<file path="src/rtl/perf_pkg.sv">
// Shared types and counter index map for the performance counter unit.
package perf_pkg;

  typedef enum logic [1:0] {
    ST_IDLE   = 2'd0,
    ST_RUN    = 2'd1,
    ST_FROZEN = 2'd2
  } perf_state_e;

  localparam int IDX_CYCLES  = 0;
  localparam int IDX_RETIRED = 1;

  function automatic int idx_req(input int k);
    return 2 + 2 * k;
  endfunction

  function automatic int idx_hit(input int k);
    return 3 + 2 * k;
  endfunction

  function automatic int num_counters(input int num_ch);
    return 2 + 2 * num_ch;
  endfunction

  function automatic int sel_w(input int num_ch);
    return $clog2(2 + 2 * num_ch);
  endfunction

endpackage

</file>
<file path="src/rtl/perf_counter_unit_sat_counter.sv">
// Saturating event counter with a sticky overflow flag; clr has priority over counting.
module perf_sat_counter #(
  parameter int W = 32
) (
  input  logic         clk,
  input  logic         rst_n,
  input  logic         clr,
  input  logic         en,
  input  logic         inc,
  output logic [W-1:0] value,
  output logic         ovf
);

  always_ff @(posedge clk) begin
    if (!rst_n || clr) begin
      value <= '0;
      ovf   <= 1'b0;
    end else if (en && inc) begin
      // An increment attempted at full scale holds the value and latches ovf.
      if (value == {W{1'b1}}) begin
        ovf <= 1'b1;
      end else begin
        value <= value + 1'b1;
      end
    end
  end

endmodule

</file>
<file path="src/rtl/perf_counter_unit.sv">
// Cycle/retire/cache-event performance counters with an IDLE/RUN/FROZEN controller.
// Optional watchdog freeze enabled by defining PERF_WATCHDOG_EN.
module perf_counter_unit
  import perf_pkg::*;
#(
  parameter int NUM_CH      = 2,
  parameter int CNT_W       = 32,
  parameter int CYCLE_LIMIT = 100000
) (
  input  logic                       clk,
  input  logic                       rst_n,
  input  logic                       start,
  input  logic                       clear,
  input  logic                       retire,
  input  logic                       halt,
  input  logic [NUM_CH-1:0]          ev_req,
  input  logic [NUM_CH-1:0]          ev_hit,
  input  logic                       rd_en,
  input  logic [sel_w(NUM_CH)-1:0]   rd_sel,
  output logic                       rd_valid,
  output logic [CNT_W-1:0]           rd_data,
  output logic                       rd_err,
  output logic                       running,
  output logic                       frozen,
  output logic                       ovf_any,
  output logic                       timeout,
  output perf_state_e                dbg_state
);

  localparam int NCNT = num_counters(NUM_CH);
  localparam int SW   = sel_w(NUM_CH);

  perf_state_e      state, next_state;
  logic [NCNT-1:0]  inc;
  logic [NCNT-1:0]  ovf;
  logic [CNT_W-1:0] cnt [NCNT];
  logic             run;
  logic             wd_hit;
  logic [CNT_W-1:0] sel_data;
  logic             sel_oor;

  assign run = (state == ST_RUN);

  always_comb begin
    inc              = '0;
    inc[IDX_CYCLES]  = 1'b1;
    inc[IDX_RETIRED] = retire;
    for (int k = 0; k < NUM_CH; k++) begin
      inc[idx_req(k)] = ev_req[k];
      inc[idx_hit(k)] = ev_req[k] & ev_hit[k];
    end
  end

  // Clear wins over every transition; clear together with start restarts counting.
  always_comb begin
    next_state = state;
    if (clear) begin
      next_state = start ? ST_RUN : ST_IDLE;
    end else begin
      case (state)
        ST_IDLE:   if (start) next_state = ST_RUN;
        ST_RUN:    if (halt || wd_hit) next_state = ST_FROZEN;
        ST_FROZEN: next_state = ST_FROZEN;
        default:   next_state = ST_IDLE;
      endcase
    end
  end

  always_ff @(posedge clk) begin
    if (!rst_n) state <= ST_IDLE;
    else        state <= next_state;
  end

  for (genvar i = 0; i < NCNT; i++) begin : g_cnt
    perf_sat_counter #(.W(CNT_W)) u_cnt (
      .clk   (clk),
      .rst_n (rst_n),
      .clr   (clear),
      .en    (run),
      .inc   (inc[i]),
      .value (cnt[i]),
      .ovf   (ovf[i])
    );
  end

`ifdef PERF_WATCHDOG_EN
  // Fires on the edge that takes the cycle counter to CYCLE_LIMIT.
  always_comb wd_hit = run && ((64'(cnt[IDX_CYCLES]) + 64'd1) >= 64'(CYCLE_LIMIT));

  always_ff @(posedge clk) begin
    if (!rst_n || clear) timeout <= 1'b0;
    else if (wd_hit)     timeout <= 1'b1;
  end
`else
  assign wd_hit  = 1'b0;
  assign timeout = 1'b0;
`endif

  always_comb begin
    sel_data = '0;
    for (int i = 0; i < NCNT; i++) begin
      if (rd_sel == SW'(i)) sel_data = cnt[i];
    end
  end

  assign sel_oor = ({1'b0, rd_sel} >= (SW + 1)'(NCNT));

  // Registered readout samples the counters before this edge's increment.
  always_ff @(posedge clk) begin
    if (!rst_n) begin
      rd_valid <= 1'b0;
      rd_data  <= '0;
      rd_err   <= 1'b0;
    end else begin
      rd_valid <= rd_en;
      rd_err   <= rd_en & sel_oor;
      if (rd_en) rd_data <= sel_oor ? '0 : sel_data;
    end
  end

  assign running   = (state == ST_RUN);
  assign frozen    = (state == ST_FROZEN);
  assign ovf_any   = |ovf;
  assign dbg_state = state;

endmodule

</file>
<file path="config.mk">
export PLATFORM = sky130hd
export DESIGN_NAME = perf_counter_unit
export DESIGN_NICKNAME = d
export VERILOG_FILES = /design/src/rtl/perf_pkg.sv /design/src/rtl/perf_counter_unit_sat_counter.sv /design/src/rtl/perf_counter_unit.sv
export SDC_FILE = /design/constraint.sdc
export NUM_CORES = 1
export LEC_CHECK = 0
export CAP_MARGIN = 20
export CELL_PAD_IN_SITES_DETAIL_PLACEMENT = 0
export CELL_PAD_IN_SITES_GLOBAL_PLACEMENT = 1
export CORE_MARGIN = 2
export CORE_UTILIZATION = 50
export CTS_CLUSTER_SIZE = 16
export DETAILED_ROUTE_END_ITERATION = 8
export GPL_TIMING_DRIVEN = 0
export PLACE_DENSITY = 0.91
export SYNTH_ARGS = -nofsm -noshare
export SYNTH_HDL_FRONTEND = slang
export SYNTH_SLANG_ARGS = --single-unit
</file>
<file path="constraint.sdc">
create_clock -name clk -period 4.2 [get_ports clk]
set_input_delay 0.84 -clock clk [delete_from_list [all_inputs] [get_ports clk]]
set_output_delay 0.84 -clock clk [all_outputs]
set_load 0.01 [all_outputs]
</file>
==> results_dict.tcl <==
set metrics [dict create \
    grt_pass1_vias 11400 \
    ys.flop_type "dfxtp_1" \
    yosysSeqAreaShare_pct 37.5 \
    cts_made_buffers 27 \
    postCtsSetupRepairBufs 0 \
    grt_max_degree 14 \
    gr-total-overflow 0 \
    hold_viol_final 0 \
    seq_power_share_pct 47.4 \
    worstPathRequired_ns 4.66 \
    stdcell_count 1966 \
    status "complete, no violations" \
    crit_path_max_incr_delay_ns 0.41 \
    async_reset_ff_share_pct 0 \
    p_per_area_nw_per_um2 332 \
    vias 12800 \
    final-setup-viol-count 0 \
    dr.pass1.iters 8 \
    die_area_um2 26300 \
    crit_type "flop to flop" \
    final_antenna_net_count 0 \
    grt_usage_pct 32.5 \
    cts_resized 0 \
    cp.arrival_ns 3.78 \
    fin_tns_setup_ns 0 \
    setup_ws_ns 0.884 \
    switching_share_pct 24.1 \
    layout_min_cycle_time_ns 3.32 \
    dp_hpwl_um 32400 \
    area_growth_pct 13.9 \
    h-tree-depth 1 \
    worstSkewPairLatency_ns 0.55 \
    syn_area_per_cell_um2 8.12 \
    crit_top_cell "buf_2" \
    cts_max_path_buffers 3 \
    numPortBuffers 50 \
    clk_pin_slew_worst_paths_ns 0.06 \
    rsz0062_at_grt "false" \
    antenna_found_initial 1 \
    intPower_mw 3.59 \
    fp.dieW_um 162 \
    share_comb_of_total_power_pct 5.4 \
    dp_cells 1913 \
    final_cell_mix "234 x dfxtp_1, 166 x nand2_1, 117 x a21oi_1" \
    detail_route.wl_per_cell_um 22.1 \
    p_switching_mw 1.14 \
    hold_class "flop to flop" \
    postSynthCellCount 1539 \
    final_nets 1644 \
    finalCritPeriodShare_pct 79.0 \
    drt_iter0_drc 1159 \
    synth.distinct_cells 73 \
    cp_max_fo 10 \
    p_leak_nw 4.18 \
    viasPerCell 6.51 \
    fmax_mhz 302 \
    relSlewSlack_pct 25.8 \
    crit_chain "inv_1 -> ha_1 -> buf_2 -> nand2_1 -> nor3_2 -> o2111ai_1 -> buf_2 -> nor4_1 -> mux2i_1" \
    total_power_mw 4.73 \
    cap_violations 0 \
    synth-edff-count 0 \
    worst_pin_slew_ns 1.10 \
    cp_slowest_cell "nor3_2" \
    ys_warn_count 0 \
    root_buffer "clkbuf_16" \
    finalMaxSlewViolations 0 \
    core_area_um2 24400 \
    drc_errors 0 \
    vdd_drop_max_mv 0.334 \
    drive_above_1_share_pct 6.28 \
    netlist_area_um2 12500 \
    path_delay_family "simple AND/OR/NAND/NOR gates" \
    skew_ns 0.0204 \
    cts_tree "yes" \
    die_h_um 162 \
    cts_num_sinks 234 \
    start_util_pct 51.2 \
    gp_congestion 0.962 \
    cp-start-kind "flop" \
    pwr-share-clk_pct 47.2 \
    pre_cts_ws_ns 0.484 \
    row_count 57 \
    crit_buf_inv 3 \
    pin_count 54 \
    routed_wirelength_um 43500 \
    synth.net_count 1562 \
    ctsHoldBuffers 0 \
    final_common_cell "dfxtp_1" \
    grt_pass1_wl_um 66300 \
    worstSetupEndpointType "flop" \
    synth-seq-cells 234 \
]
-- power by group through the flow --
stage	combinational, mW	sequential [mW]	clock, mW
detailed placement	0.249	2.29	0
floorplan	0.135	2.29	0
CTS	0.250	2.24	2.25
finish	0.256	2.24	2.24
global route	0.273	2.24	2.35
global placement	0.248	2.29	0
-- cell usage after synthesis, types with 8 or more instances --
| master | instances | area [um2] |
|---|---|---|
| and4_1 | 27 | 236 |
| nand4_1 | 40 | 250 |
| or4_1 | 53 | 398 |
| xnor2_1 | 20 | 175 |
| and3_1 | 27 | 169 |
| a22o_1 | 28 | 245 |
| a221oi_1 | 28 | 245 |
| a21oi_1 | 117 | 586 |
| xor2_1 | 8 | 70.1 |
| inv_1 | 26 | 97.6 |
| nand3_1 | 75 | 375 |
| dfxtp_1 | 234 | 4680 |
| nor2_1 | 67 | 251 |
| clkbuf_1 | 78 | 293 |
| and2_1 | 12 | 75.1 |
| ha_1 | 9 | 113 |
| nand2_1 | 166 | 623 |
| or3_1 | 65 | 407 |
| or2_2 | 27 | 169 |
| o21a_1 | 29 | 218 |
| a31oi_1 | 40 | 250 |
| nor3_1 | 19 | 95.1 |
| mux2i_1 | 31 | 310 |
| nor2b_1 | 32 | 200 |
| o31ai_1 | 46 | 345 |
| buf_2 | 12 | 60.1 |
| nor4_1 | 34 | 213 |
| o21ai_0 | 97 | 485 |
-- cells by family after synthesis --
kind of cell | after synthesis | synth area share, %
AO/OA/AOI/OAI | 438 | 22.7
XOR/XNOR | 28 | 1.96
adder cells (fa/ha/maj) | 9 | 0.901
buffers and inverters | 125 | 4.13
flip-flops | 234 | 37.5
multiplexers | 38 | 3.51
other | 1 | 0.0300
AND/OR/NAND/NOR | 666 | 29.3
-- cell type report --
class	count	area, um2
Fill cell	2311	10200
Tap cell	324	405
Multi-Input combinational cell	1180	7290
Sequential cell	234	4680
Buffer	99	418
Clock buffer	46	797
Inverter	26	97.6
Timing Repair Buffer	53	518
Antenna cell	1	2.50
Clock inverter	3	18.8
-- registers in the layout, indices dropped and copies added, names as in the netlist --
signal / cells
g_cnt.u_cnt.value: 192
rd_data: 32
g_cnt.u_cnt.ovf: 6
dbg_state: 2
rd_err: 1
rd_valid: 1
-- routing by layer --
| layer | wire length [um] | GRT usage, % |
|---|---|---|
| met1 | 17700 | 42.2 |
| met2 | 20200 | 55.0 |
| met3 | 3480 | 4.70 |
| met4 | 2150 | 12.2 |
| met5 | 0 | 0 |
-- worst paths after layout --
path	to	cells after the start	startpoint	slack, ns
setup / recovery	g_cnt[2].u_cnt.value[28]	9	dbg_state[1]	0.88
setup reg to reg	g_cnt[2].u_cnt.value[28]	9	dbg_state[1]	0.88
hold reg to reg	g_cnt[3].u_cnt.ovf	1	g_cnt[3].u_cnt.ovf	0.47
hold / removal	g_cnt[3].u_cnt.ovf	1	g_cnt[3].u_cnt.ovf	0.47
-- through the flow --
stage,area (um2),utilization [%],hold WS [ns]
CTS,14200,58.3,0.473
global placement,13400,54.9,0.452
floorplan,12500,-,0.437
detailed placement,13400,54.9,0.460
finish,14200,58.4,0.475
global route,14200,58.4,0.499
No activity file was read; power rests on OpenSTA's default activity.
